`config.mk`:
```
export PLATFORM = sky130hd
export DESIGN_NAME = ws2812b_pixel_feeder
export DESIGN_NICKNAME = d
export VERILOG_FILES = /design/src/rtl/ws2812b_pixel_feeder.sv
export SDC_FILE = /design/constraint.sdc
export NUM_CORES = 1
export LEC_CHECK = 0
export ABC_AREA = 1
export CAP_MARGIN = 30
export CORE_ASPECT_RATIO = 1.25
export CORE_MARGIN = 5
export CORE_UTILIZATION = 60
export CTS_CLUSTER_SIZE = 8
export DETAILED_ROUTE_END_ITERATION = 6
export PLACE_DENSITY = 0.75
export SLEW_MARGIN = 30
export SYNTH_ARGS = -nofsm -noshare
export SYNTH_HDL_FRONTEND = slang
export SYNTH_SLANG_ARGS = --single-unit
```
`constraint.sdc`:
```
create_clock -name clk -period 7.2 [get_ports clk]
set_input_delay 0.72 -clock clk [delete_from_list [all_inputs] [get_ports clk]]
set_output_delay 0.72 -clock clk [all_outputs]
set_load 0.005 [all_outputs]
```
`src/rtl/ws2812b_pixel_feeder.sv`:
```
// ws2812b_pixel_feeder
//   Double-buffered GRB frame store feeding the WS2812B bit encoder.
//   The write port fills the inactive bank; commit publishes it at the next
//   refresh tick. Once per refresh period the active bank is streamed
//   pixel by pixel over a valid/ready handshake.
// Ports:
//   clk, rst_n          clock, synchronous active-low reset
//   wr_en/wr_addr/wr_data  pixel write into the inactive bank
//   commit              publish the inactive bank at the next frame start
//   pix_data/pix_valid/pix_ready/pix_last  pixel stream to the encoder
//   frame_start         one-cycle pulse when a frame begins
//   frame_overrun       one-cycle pulse when a tick lands mid-frame
module ws2812b_pixel_feeder #(
  parameter int unsigned LED_COUNT  = 24,
  parameter int unsigned ADDR_W     = 5,
  parameter int unsigned CLK_HZ     = 12000000,
  parameter int unsigned REFRESH_HZ = 50
) (
  input  logic              clk,
  input  logic              rst_n,
  input  logic              wr_en,
  input  logic [ADDR_W-1:0] wr_addr,
  input  logic [23:0]       wr_data,
  input  logic              commit,
  output logic [23:0]       pix_data,
  output logic              pix_valid,
  input  logic              pix_ready,
  output logic              pix_last,
  output logic              frame_start,
  output logic              frame_overrun
);

  localparam int unsigned PERIOD    = CLK_HZ / REFRESH_HZ;
  localparam int unsigned CNT_W     = (PERIOD > 1) ? $clog2(PERIOD) : 1;
  localparam int unsigned BUF_DEPTH = 2 ** (ADDR_W + 1);
  localparam logic [CNT_W-1:0]  CNT_MAX  = CNT_W'(PERIOD - 1);
  localparam logic [ADDR_W-1:0] LAST_IDX = ADDR_W'(LED_COUNT - 1);

  typedef enum logic [1:0] {
    S_IDLE,
    S_FETCH,
    S_VALID
  } state_t;

  state_t              state;
  logic [CNT_W-1:0]    cnt;
  logic [ADDR_W-1:0]   index;
  logic                active_bank;
  logic                commit_pending;
  logic                armed;

  logic                tick_c;
  logic                pending_c;
  logic                armed_c;

  // Both banks in one array; the bank select is the address MSB.
  logic [23:0] mem [BUF_DEPTH];

  // A commit in the tick cycle counts for that tick.
  assign tick_c    = (cnt == CNT_MAX);
  assign pending_c = commit_pending | commit;
  assign armed_c   = armed | commit;

  // Write port: inactive bank only, out-of-range addresses dropped.
  always_ff @(posedge clk) begin
    if (wr_en && (wr_addr <= LAST_IDX)) begin
      mem[{~active_bank, wr_addr}] <= wr_data;
    end
  end

  // Refresh timing, bank swap and pixel streaming.
  always_ff @(posedge clk) begin
    if (!rst_n) begin
      state          <= S_IDLE;
      cnt            <= '0;
      index          <= '0;
      active_bank    <= 1'b0;
      commit_pending <= 1'b0;
      armed          <= 1'b0;
      pix_data       <= '0;
      pix_valid      <= 1'b0;
      pix_last       <= 1'b0;
      frame_start    <= 1'b0;
      frame_overrun  <= 1'b0;
    end else begin
      frame_start    <= 1'b0;
      frame_overrun  <= 1'b0;
      cnt            <= tick_c ? '0 : cnt + CNT_W'(1);
      commit_pending <= pending_c;
      armed          <= armed_c;

      // A tick that lands mid-frame is dropped, pending commit kept.
      if (tick_c && (state != S_IDLE)) begin
        frame_overrun <= 1'b1;
      end

      case (state)
        S_IDLE: begin
          if (tick_c && armed_c) begin
            if (pending_c) begin
              active_bank    <= ~active_bank;
              commit_pending <= 1'b0;
            end
            frame_start <= 1'b1;
            index       <= '0;
            state       <= S_FETCH;
          end
        end
        S_FETCH: begin
          pix_data  <= mem[{active_bank, index}];
          pix_valid <= 1'b1;
          pix_last  <= (index == LAST_IDX);
          state     <= S_VALID;
        end
        S_VALID: begin
          if (pix_ready) begin
            pix_valid <= 1'b0;
            if (pix_last) begin
              pix_last <= 1'b0;
              state    <= S_IDLE;
            end else begin
              index <= index + ADDR_W'(1);
              state <= S_FETCH;
            end
          end
        end
        default: state <= S_IDLE;
      endcase
    end
  end

endmodule
```
### Yosys cells after proc, flatten, opt, wreduce, memory -nomap -nowiden

Memory sizes are Yosys's and may differ from the RTL's. A register that Yosys moved wholly into a read port is not among the register bits.
Index checks and enable logic that the tools add are counted.

* flip-flop bits (word level): 32
* RAM bits: 1536
* bits of input ports: 34
* memories: 1

Memories
* mem: depth 64, width 24, read ports 1, clocked after Yosys merged registers in 1, write ports 1, line 57 `logic [23:0] mem [BUF_DEPTH];`

* $add $sub $neg: 2
* $lt $le $gt $ge: 1
* eq/ne operators: 7
* mux-type cells: 17
* bitwise operators: 4
* reduce and logical (&&, ||, !) cells: 14

Operators by type and width (count)
* adder 18 x 1 -> 18 bit, second input constant: 1
* == test 18 bit, second input constant: 1
* 2-to-1 mux 5 bit: 3
* case mux 5 bit (2 select lines): 1
* 2-to-1 mux 1 bit: 8
* != test 2 bit, second input constant: 3
* case mux 2 bit (3 select lines): 1
* AND reduction 2 bit: 3
* nonzero test 2 bit: 3
* adder 5 x 1 -> 5 bit, second input constant: 1
* == test 5 bit, second input constant: 1
* less-or-equal comparator 5 bit, second input constant: 1
* 2-to-1 mux 2 bit: 2
* case mux 1 bit (2 select lines): 2
* AND reduction 4 bit: 1
* logical AND 1 bit: 3
* AND reduction 3 bit: 1
* == test 2 x 1 -> 1 bit, second input constant: 1
* == test 2 bit, second input constant: 1
* logical NOT 2 bit: 1
* NOT 1 bit: 2
* OR 1 bit: 2
* OR reduction 2 bit: 1
* logical NOT 1 bit: 1

### Depth between registers and ports, before layout

* depth in word-level cells: 4
* mapped depth: 16
* depth with buffers taken out: 12

### Worst setup path after synthesis

No wires, ideal clock.

* path kind: input-to-reg
* start point: in wr_addr[4]
* end point: mem mem[39][0], enable pin
* setup time: 0.468 ns
* arrival: 3.657 ns
* required time: 6.732 ns
* path slack: 3.075 ns
* cell stages on the path: 5
* buffers on the path: 0
* path through: inv_1 > o21ai_0 > nor2_1 > nand3_1 > nor4_1

* longest elaborated chain between the ends: 4

RTL lines
* start: declaration: line 22 `input logic [ADDR_W-1:0] wr_addr,`
* less-or-equal comparator 5 bit: line 66 `if (wr_en && (wr_addr <= LAST_IDX)) begin`
* logical AND 1 bit: line 66
* 2-to-1 mux 1 bit: line 66
* 2-to-1 mux 1 bit (not written as such): line 67 `mem[{~active_bank, wr_addr}] <= wr_data;`
* end: declaration: line 57

Several ways; a longest one is shown, not always the timed one.

==> flow_metrics.env <==
export IMPL_cts_sinks=1592
export IMPL_rrSetupSlack_ps=3620
export IMPL_tns_ps=0
export IMPL_worst_pin_slew_ps=1030
export IMPL_synth_common_cells="nand2_1, edfxtp_1, nand3_1"
export IMPL_fin_crit_sh_pct=49.7
export IMPL_multi_input_area_um2=16900
export IMPL_tritoncts="built"
export IMPL_grt_max_degree=177
export IMPL_clk_latency_ps=810
export IMPL_regToRegEndpoint="pix_data[8]"
export IMPL_worstHoldEndpoint="mem[61][7]"
export IMPL_async_flop_share_pct=0
export IMPL_cp_slowest_cell="buf_4"
export IMPL_outcome="complete, no violations"
export IMPL_htree_levels=4
export IMPL_end_kind="flip-flop"
export IMPL_slowest_delay_ps=840
export IMPL_placed_area_um2=69300
export IMPL_path_delay_family="buffers and inverters"
export IMPL_fmax_mhz=280
export IMPL_fin_nets=6592
export IMPL_whs_path_depth=1
export IMPL_drcViolationCount=0
export IMPL_path_cells="buf_4, buf_4, nand3_1, nand3_1, nand2_1, nor2_1, nand2_1, nand3_1, nand3_1, nand2_1, inv_1"
export IMPL_rsz0062_at_grt="false"
export IMPL_power_total_mw=20.0
export IMPL_required_ps=7910
export IMPL_globalplace_congestion=0.863
export IMPL_synthCells=6133
export IMPL_avgSynthCellArea_um2=10.8
export IMPL_die_area_um2=117000
export IMPL_cts_root_buf="clkbuf_16"
export IMPL_rr_worst_depth=11
export IMPL_yosys_area_top_type="edfxtp_1"
export IMPL_dr_pass1_iters=6
export IMPL_dpl_hpwl_mm=88.8
export IMPL_synth_area_top_cells="edfxtp_1, nand2_1, nand3_1"
export IMPL_ant_nets=0
export IMPL_drtIter0Drc=5246
export IMPL_grt_pass1_vias=44622
export IMPL_slew_headroom_pct=31.1
export IMPL_vias=45538
export IMPL_r2r_start="index[1]"
export IMPL_grt_use_total_pct=28.8
export IMPL_design_area_um2=75400
export IMPL_postCtsSetupBuffers=0
export IMPL_critPathBufInv=3
export IMPL_fillers=7701
export IMPL_area_growth_pct=13.8
export IMPL_hold_path_startpoint="wr_data[7]"
export IMPL_ioPinCount=62
export IMPL_start_util_pct=60.4
export IMPL_cts_made_buffers=216
export IMPL_setup_worst_path_start_class="flip-flop"
export IMPL_finalHoldViolCount=0
export IMPL_synth_edf_count=1536
export IMPL_fp_dieH_um=382
export IMPL_place_ws_ps=3640
export IMPL_postCtsHoldBufs=0
export IMPL_drt_total_wl_mm=170
export IMPL_ys_seq_area_share_pct=71.3
export IMPL_cp_arrival_ps=4290
export IMPL_netlist_area_um2=66300
export IMPL_drive_above_1_share_pct=6.15
export IMPL_hold_path_class="in2reg"
export IMPL_max_vdd_ir_drop_mv=0.225
export IMPL_crit_type="reg2reg"
export IMPL_grt_pass1_wl_mm=258
export IMPL_cts_buffer_depth=3
export IMPL_synth_distinct_cells=31
export IMPL_cts_resized=0
export IMPL_drv_slew=0
export IMPL_portBuffers=61
export IMPL_crit_path_frequent_cell="nand3_1"
export IMPL_power_leakage_nw=29.9
export IMPL_final_seq_area_um2=47300
export IMPL_synth_top_area_share_pct=69.6
export IMPL_finalSetupViolations=0
export IMPL_skew_ps=18.0
export IMPL_ys_flop_type="edfxtp_1"
export IMPL_routedWlPerCell_um=21.0
export IMPL_period_needed_ps=3580
export IMPL_core_area_um2=110000
export IMPL_ys_warn_count=0
export IMPL_grt_overflow=0
export IMPL_crit_fanout=71
export IMPL_die_x_um=307
export IMPL_clk_pin_slew_worst_paths_ps=50
export IMPL_drv_cap=0
export IMPL_setup_ws_ps=3620
export IMPL_yosysMostFrequentCell="nand2_1"
export IMPL_power_density_nw_per_um2=265
export IMPL_num_rows=136
export IMPL_viasPerCell=5.60
export IMPL_synth_seq_cells=1592
export IMPL_antenna_found_initial=4
power by group:
part	switching, mW	internal [mW]	total (mW)	leakage, nW
logic	0.281	0.0670	0.348	12.4
clock network	3.69	5.51	9.19	2.90
registers	0.0497	10.4	10.4	14.6
total	4.02	16.0	20.0	29.9
flip-flops by register name, summed over array words and instances, names as in the netlist:
register and count:
active_bank 1, armed 1, cnt 18, commit_pending 1, frame_overrun 1, frame_start 1
index 5, mem 1536, pix_data 24, pix_last 1, pix_valid 1, state 2
worst max-delay path by stage:
stage          startpoint            to  slack (ps)  cells past startpoint
2_1_floorplan  wr_addr[4]    mem[39][0]        3070                      5
3_3_place_gp     index[1]  pix_data[18]        3700                     11
3_5_place_dp   wr_addr[0]    mem[55][8]        3640                      6
4_1_cts          index[0]  pix_data[10]        3620                     12
5_1_grt          index[1]   pix_data[8]        3400                     11
6_report         index[1]   pix_data[8]        3620                     11
layer usage:
layer,track usage [%],up-vias,part of all wire (%)
li1,-,20916,-
met1,37.1,21802,37
met2,48.1,2377,49
met3,6.18,437,10
met4,11.8,6,4.3
met5,0,-,0.025
kinds of logic after synthesis:
family / Yosys count / synth area share (%)
simple gates: 3381 / 20.8
other cells: 1 / 0.00566
flops: 1592 / 71.3
compound gates: 288 / 2.19
xor+xnor: 4 / 0.0529
buf+inv: 865 / 5.57
fa+ha+maj: 2 / 0.0378
final cells by class:
class | count | area share, %
clock buffers | 332 | 7.77
flip-flops and latches | 1592 | 62.7
inverters | 533 | 2.68
clock inverters | 14 | 0.262
multi-input cells | 4059 | 22.4
diodes | 2 | 0.00664
well taps | 1449 | 2.40
repair buffers | 154 | 1.78
per-stage QoR:
stage          hold slack [ps]  utilization (%)  instances
6_report                   457             68.7       8135
5_1_grt                    457             68.7       8133
4_1_cts                    425             68.7       8133
3_5_place_dp               468             63.2       7787
3_3_place_gp               453             63.1       7787
2_1_floorplan              430                -       6516
worst register-to-register path: stages (launching register included):
cell and delay, ps:
dfxtp_4 670, buf_4 750, buf_4 880, nand3_1 180
nand3_1 150, nand2_1 70, nor2_1 120, nand2_1 120
nand3_1 240, nand3_1 160, nand2_1 100, inv_1 40
placed cells by master (no fill, tap or decap), types with 2 or more instances in the layout:
cell type	instances
nor3_1	12
clkbuf_1	115
inv_1	524
a21oi_1	113
nor4_1	2
nand4_1	8
edfxtp_1	1536
clkinv_1	2
inv_16	4
clkdlybuf4s50_1	37
inv_2	2
inv_8	2
nand2_1	1945
nor2_2	42
clkinv_8	4
diode_2	2
ha_1	2
nor3_2	3
buf_4	103
buf_12	8
nand3_1	836
xor2_1	4
clkbuf_16	217
inv_6	6
inv_4	2
dfxtp_4	3
dfxtp_1	52
nor4_2	2
nor2_1	523
buf_2	5
o21ai_0	169
o21ai_1	2
conb_1	384
nor2_4	3
(Power assumes the default switching activity.)
